File: src/rtl/cal_angle_div_seq.sv
// cal_angle_div_seq: iterative unsigned fixed-point divider for the angle path.
// Computes quo = (dividend << FRAC_W) / divisor with restoring division,
// one quotient bit per clock. The remainder and a divide-by-zero flag are
// also produced. Both ends use a valid/ready handshake, with one operation
// in flight at a time.
module cal_angle_div_seq #(
  parameter int DIVIDEND_W = 16,
  parameter int DIVISOR_W  = 8,
  parameter int FRAC_W     = 8
) (
  input  logic                           clk,
  input  logic                           rst_n,
  input  logic [DIVIDEND_W-1:0]          dividend,
  input  logic [DIVISOR_W-1:0]           divisor,
  input  logic                           val_i,
  output logic                           rdy_o,
  output logic [DIVIDEND_W+FRAC_W-1:0]   quo,
  output logic [DIVISOR_W-1:0]           rem,
  output logic                           dbz,
  output logic                           val_o,
  input  logic                           rdy_i
);

  localparam int QUO_W = DIVIDEND_W + FRAC_W;
  localparam int CNT_W = $clog2(QUO_W);
  localparam int REM_W = DIVISOR_W + 1;

  typedef enum logic [1:0] {IDLE, BUSY, DONE} state_t;

  state_t             state;
  logic [QUO_W-1:0]   dvd_sh;    // scaled dividend, consumed MSB first
  logic [DIVISOR_W-1:0] dvs;     // latched divisor
  logic [REM_W-1:0]   prem;      // partial remainder
  logic [QUO_W-1:0]   quo_acc;   // quotient bits collected so far
  logic [CNT_W-1:0]   cnt;       // iteration index, 0 .. QUO_W-1

  logic [REM_W-1:0]   shifted;
  logic [REM_W:0]     trial;
  logic               q_bit;
  logic [REM_W-1:0]   prem_next;
  logic [QUO_W-1:0]   quo_next;
  logic               accept;
  logic               last_iter;

  assign accept    = (state == IDLE) && val_i && rdy_o;
  assign last_iter = (cnt == CNT_W'(QUO_W - 1));

  // One restoring-division step: shift in the next bit and trial-subtract.
  always_comb begin
    // NOTE: every output of this block gets a value on every path, so no latch can be inferred.
    shifted   = {prem[DIVISOR_W-1:0], dvd_sh[QUO_W-1]};
    trial     = {1'b0, shifted} - {2'b00, dvs};
    q_bit     = ~trial[REM_W];
    prem_next = q_bit ? trial[REM_W-1:0] : shifted;
    quo_next  = {quo_acc[QUO_W-2:0], q_bit};
  end

  // Iteration datapath: load on accept, then advance one bit per BUSY cycle.
  always_ff @(posedge clk) begin
    // NOTE: these registers are fully reloaded on every accept and are only
    // observed under control of the reset FSM, so they carry no reset.
    if (accept) begin
      dvd_sh  <= QUO_W'(dividend) << FRAC_W;
      dvs     <= divisor;
      prem    <= '0;
      quo_acc <= '0;
      cnt     <= '0;
    end else if (state == BUSY) begin
      dvd_sh  <= dvd_sh << 1;
      prem    <= prem_next;
      quo_acc <= quo_next;
      cnt     <= cnt + CNT_W'(1);
    end
  end

  // Control FSM with registered handshake and result outputs.
  always_ff @(posedge clk) begin
    // NOTE: sequential state uses non-blocking assignments so every register samples pre-edge values.
    if (!rst_n) begin
      state <= IDLE;
      rdy_o <= 1'b0;
      val_o <= 1'b0;
      quo   <= '0;
      rem   <= '0;
      dbz   <= 1'b0;
    end else begin
      case (state)
        IDLE: begin
          if (accept) begin
            rdy_o <= 1'b0;
            if (divisor == '0) begin
              // The result is loaded on the edge entering DONE. val_o
              // follows one edge later, which gives a latency of 1.
              state <= DONE;
              quo   <= '1;
              rem   <= '0;
              dbz   <= 1'b1;
            end else begin
              state <= BUSY;
            end
          end else begin
            rdy_o <= 1'b1;
          end
        end
        BUSY: begin
          if (last_iter) begin
            state <= DONE;
            val_o <= 1'b1;
            quo   <= quo_next;
            rem   <= prem_next[DIVISOR_W-1:0];
            dbz   <= 1'b0;
          end
        end
        DONE: begin
          if (!val_o) begin
            val_o <= 1'b1;
          end else if (rdy_i) begin
            val_o <= 1'b0;
            rdy_o <= 1'b1;
            state <= IDLE;
          end
        end
        default: state <= IDLE;
      endcase
    end
  end

endmodule

File: config.mk
export PLATFORM = sky130hd
export DESIGN_NAME = cal_angle_div_seq
export DESIGN_NICKNAME = d
export VERILOG_FILES = /design/src/rtl/cal_angle_div_seq.sv
export SDC_FILE = /design/constraint.sdc
export NUM_CORES = 1
export LEC_CHECK = 0
export ABC_AREA = 1
export BUFFER_PORTS_ARGS = -buffer_cell sky130_fd_sc_hd__buf_2
export CORE_ASPECT_RATIO = 2
export CORE_UTILIZATION = 50
export DETAILED_ROUTE_END_ITERATION = 7
export PLACE_DENSITY = 0.71
export SLEW_MARGIN = 40
export SYNTH_ARGS = -nofsm -noshare
export SYNTH_HDL_FRONTEND = slang
export SYNTH_SLANG_ARGS = --single-unit
File: constraint.sdc
create_clock -name clk -period 2.1 [get_ports clk]
set_clock_uncertainty 0.05 [all_clocks]
set_input_delay 0.315 -clock clk [delete_from_list [all_inputs] [get_ports clk]]
set_output_delay 0.315 -clock clk [all_outputs]
set_load 0.005 [all_outputs]
======== Word-level counts from Yosys, hierarchy flattened ========
Cells that the tools add are included.
word-level totals
  logic and storage cells ................. 63
  input port bits ......................... 28
  register bits ........................... 97
  output and inout port bits .............. 35
operators by class
  bitwise logic cells ..................... 1
  multiplexer cells ....................... 29
  equality and inequality tests ........... 8
  add/sub/neg operators ................... 2
  reductions and logical operators ........ 12
operators by type and width
  operator                                                                  count
  24-bit two-way mux                                                        5
  24-bit one-hot mux with 2 select lines                                    1
  8-bit two-way mux                                                         4
  8-bit one-hot mux with 2 select lines                                     1
  2-bit two-way mux                                                         5
  9-bit by 8-bit subtractor with 10-bit output                              1
  1-bit two-way mux                                                         9
  8-bit zero test                                                           1
  2-bit inequality test (second input constant)                             4
  4-bit AND reduction                                                       2
  2-bit nonzero test                                                        4
  1-bit one-hot mux with 2 select lines                                     3
  2-bit one-hot mux with 3 select lines                                     1
  5-bit by 1-bit adder with 5-bit output (second input constant)            1
  5-bit equality test (second input constant)                               1
  3-bit AND reduction                                                       1
  2-bit by 1-bit equality test with 1-bit output (second input constant)    1
  2-bit equality test (second input constant)                               1
  1-bit logical AND                                                         2
  2-bit zero test                                                           1
  2-bit by 1-bit inequality test with 1-bit output (second input constant)  1
  2-bit AND reduction                                                       1
  1-bit NOT                                                                 1

======== Longest topological paths before layout ========
  depth after elaboration ................. 5
  gate-level depth with buffers ........... 13

======== Least setup slack after synthesis ========
Ideal clock, no wire load.
  kind .................................... register -> register
  from .................................... register dvs[2]
  to ...................................... register rem[0]
  library setup time ...................... 0.109 ns
  period minus slack after synthesis ...... 1.848 ns
  cell stages (with the launch flop) ...... 12
  slack ................................... 0.252 ns
  path buffers ............................ 0
  arrival ................................. 1.690 ns
  path through ............................ edfxtp_1 -> inv_1 -> ha_1 -> or2_2 -> nand3_1 -> nand2_1 -> nand2_2 -> nand2_1 -> nand3b_1 -> nand3_1 -> nand2_1 -> inv_1
between the ends
  word-level cells in the longest chain between the ends .. 4
ends and longest elaborated chain
  what                                          line  source
  from (decl)                                   32    logic [DIVISOR_W-1:0] dvs;
  from (signal assigned)                        64    dvs <= divisor;
  9-bit by 8-bit subtractor with 10-bit output  52    trial = {1'b0, shifted} - {2'b00, dvs};
  8-bit two-way mux                             54    prem_next = q_bit ? trial[REM_W-1:0] : shifted;
  8-bit two-way mux                             106   if (last_iter) begin
  8-bit one-hot mux with 2 select lines         87    case (state)
  to (signal assigned)                          110   rem <= prem_next[DIVISOR_W-1:0];
  to (decl)                                     18    output logic [DIVISOR_W-1:0] rem,
Every way passes these cells. The select of a mux whose other input is x is not followed.
A chain may end at the register's enable or synchronous reset.

======== Worst setup path after layout ========
  from .................................... register dvs[0]
  to ...................................... register rem[6]
Same word-level chain as after synthesis.

==> impl_metrics.py <==
metrics = {
    "critical_path": {
        "startpoint": "dvs[0]",
        "cp-end-kind": "flop",
        "arrival_ps": 2100,
        "rr_worst_depth": 11,
        "critPathKind": "reg2reg",
        "reg2reg_to": "rem[6]",
        "startpoint_type": "flop",
        "rrSetupSlack_ps": 240,
        "worstPathRequired_ps": 2340,
        "crit_fanout": 2,
        "worstReg2RegStart": "dvs[0]",
    },
    "clocking": {
        "cts_max_path_buffers": 2,
        "root_buffer": "clkbuf_16",
        "tritoncts": "yes",
        "clk_pin_slew_ps": 60,
        "cts_hold_buf": 0,
        "cts_buffers": 9,
        "cts.htree.levels": 3,
        "cts.sinks": 97,
        "clk_latency_ps": 330,
        "post_cts_buffers": 0,
    },
    "yosys": {
        "yosysMostFrequentCell": "nand2_1",
        "async_flop_share_pct": 0,
        "yosysWarningCount": 0,
        "ys_ff_latch": 97,
        "synth_top_area_share_pct": 35.2,
        "synth_cell_type_count": 30,
        "synth_top_cell_by_area": "dfxtp_1",
        "syn_area_per_cell_um2": 7.94,
        "synthTopCellsByArea": "dfxtp_1, edfxtp_1, nand2_1",
        "syn_area_um2": 4150,
        "synth_ff_type": "dfxtp_1",
        "postSynthCellCount": 523,
        "synth-seq-area-share_pct": 52.6,
        "syn_nets": 561,
        "synth_edf_count": 24,
        "synth_common_cells": "nand2_1, dfxtp_1, a21oi_1",
    },
    "finish": {
        "drive_gt1_share_pct": 17.2,
        "fin_nets": 621,
        "design_area_um2": 4870,
        "area_growth_syn_to_layout_pct": 17.3,
        "antenna_cells": 0,
    },
    "placed_design": {
        "gp_congestion": 0.886,
        "dp_hpwl_um": 6740,
        "place_ws_ps": 85.0,
        "port_buffers": 62,
        "detailed_place.area_um2": 4560,
    },
    "pwr": {
        "powerDensity_nw_per_um2": 1050,
        "leakage_uw": 0.00221,
        "p_total_uw": 5090,
        "ir_drop_uv": 784,
    },
    "drt": {
        "drc": 0,
        "via_per_inst": 5.26,
        "drt-initial-drc-count": 261,
        "vias": 3596,
        "finalWirelength_um": 9270,
        "final_antenna_net_count": 0,
        "dr.pass1.iters": 4,
        "avgRoutedWirePerCell_um": 13.6,
    },
    "die": {
        "row_count": 46,
        "initial_core_util_pct": 51.9,
        "die_y_um": 131,
        "coreArea_um2": 8000,
        "die_width_um": 66.4,
        "die_area_um2": 8690,
        "top_level_ports": 63,
    },
    "min_path": {
        "hold_path_end": "dvs[4]",
        "hold_start": "divisor[4]",
        "hp-class": "in2reg",
        "worstHoldPathCells": 1,
    },
    "timing": {
        "setup_tns_ps": 0,
        "slew_headroom_pct": 66.3,
        "setup_slack_ps": 239,
        "final_hold_viol_count": 0,
        "final_max_slew_viol_count": 0,
        "fin_crit_sh_pct": 88.6,
        "fin_crit_ps": 1860,
        "tightest_slew_ps": 505,
        "rsz0062_at_grt": "false",
        "hold-worst-slack_ps": 117,
        "timing.fmax_mhz": 537,
        "setup_violations": 0,
    },
    "job": {
        "maxCapViolations": 0,
    },
    "run_status": {
        "status": "completed",
    },
    "global_route": {
        "antenna_found_initial": 0,
        "grt_max_degree": 48,
        "track_usage_pct": 23.6,
        "grt_pass1_vias": 3388,
        "grt_pass1_wl_um": 15300,
        "gr-total-overflow": 0,
    },
}
==> worst max-delay path by stage <==
stage / endpoint / slack (ps) / cells past startpoint
2_1_floorplan: rem[0] / 250 / 11
3_3_place_gp: rem[6] / 100 / 11
3_5_place_dp: rem[6] / 90 / 11
4_1_cts: rem[6] / 80 / 11
5_1_grt: rem[0] / 20 / 12
6_report: rem[6] / 240 / 11
==> cell families after synthesis <==
kind of cell | after synthesis | synth area share (%)
compound gates | 93 | 11.7
xor+xnor | 2 | 0.422
fa+ha+maj | 10 | 3.20
buf+inv | 80 | 8.02
flops | 97 | 52.6
simple gates | 241 | 24.1
==> area by class of cell <==
class                           count  area (um^2)
Clock buffer                       12          256
Clock inverter                      4         26.3
Fill cell                         750         3130
Inverter                           55          206
Multi-Input combinational cell    346         1660
Sequential cell                    97         2180
Tap cell                           96          120
Timing Repair Buffer               74          417
==> cell usage in the layout, fill, tap and decap left out, types with 2 or more instances in the layout <==
master / count
nand4_1: 10
nor2_1: 23
nor2_2: 3
buf_2: 62
inv_1: 54
ha_1: 9
edfxtp_1: 24
o211ai_1: 3
dfxtp_1: 73
nand3_1: 29
nor3_1: 4
clkinv_2: 2
nand3b_1: 2
nand3_2: 2
clkbuf_8: 2
clkbuf_16: 9
a21oi_1: 58
nand2_1: 163
buf_4: 10
o21ai_1: 11
o21ai_0: 17
==> worst max-delay path: stages (launching register included) <==
cell	delay, ps
edfxtp_1	410
ha_1	230
fa_1	410
inv_1	90
nand3_1	110
nand3_1	80
nand2_1	50
nand2_1	100
nand3_2	90
nand3_2	90
nand2_1	50
inv_1	40
==> stage by stage <==
stage	cells	utilization (%)
after detailed placement	668	57.0
final	684	60.9
after floorplan	523	-
after CTS	684	60.6
after global routing	684	60.9
after global placement	668	57.0
==> per-layer routing <==
| layer | GRT usage (%) | routed length (um) | vias to the layer above |
|---|---|---|---|
| met5 | 0 | 0 | - |
| met4 | 15.3 | 506 | 0 |
| met3 | 4.08 | 287 | 29 |
| met2 | 42.3 | 5030 | 94 |
| met1 | 24.6 | 3450 | 1659 |
| li1 | - | - | 1814 |
==> registers in the layout, indices dropped and copies added, names as in the netlist <==
register  flops
quo          24
cnt           5
quo_acc      23
rem           8
dvs           8
state         2
dvd_sh       16
rdy_o         1
dbz           1
val_o         1
prem          8
==> power breakdown <==
group          internal [uW]  total [uW]  switching (uW)
Clock                    868        1540             670
Combinational            448        1190             742
Sequential              2180        2360             183
Total                   3500        5090            1590
==> timing repair <==
action	4_1_cts	5_1_grt
hold endpoints to repair	0	0
endpoints found under the setup margin	0	8
resized for setup	0	6
No activity file was read; power rests on OpenSTA's default activity.
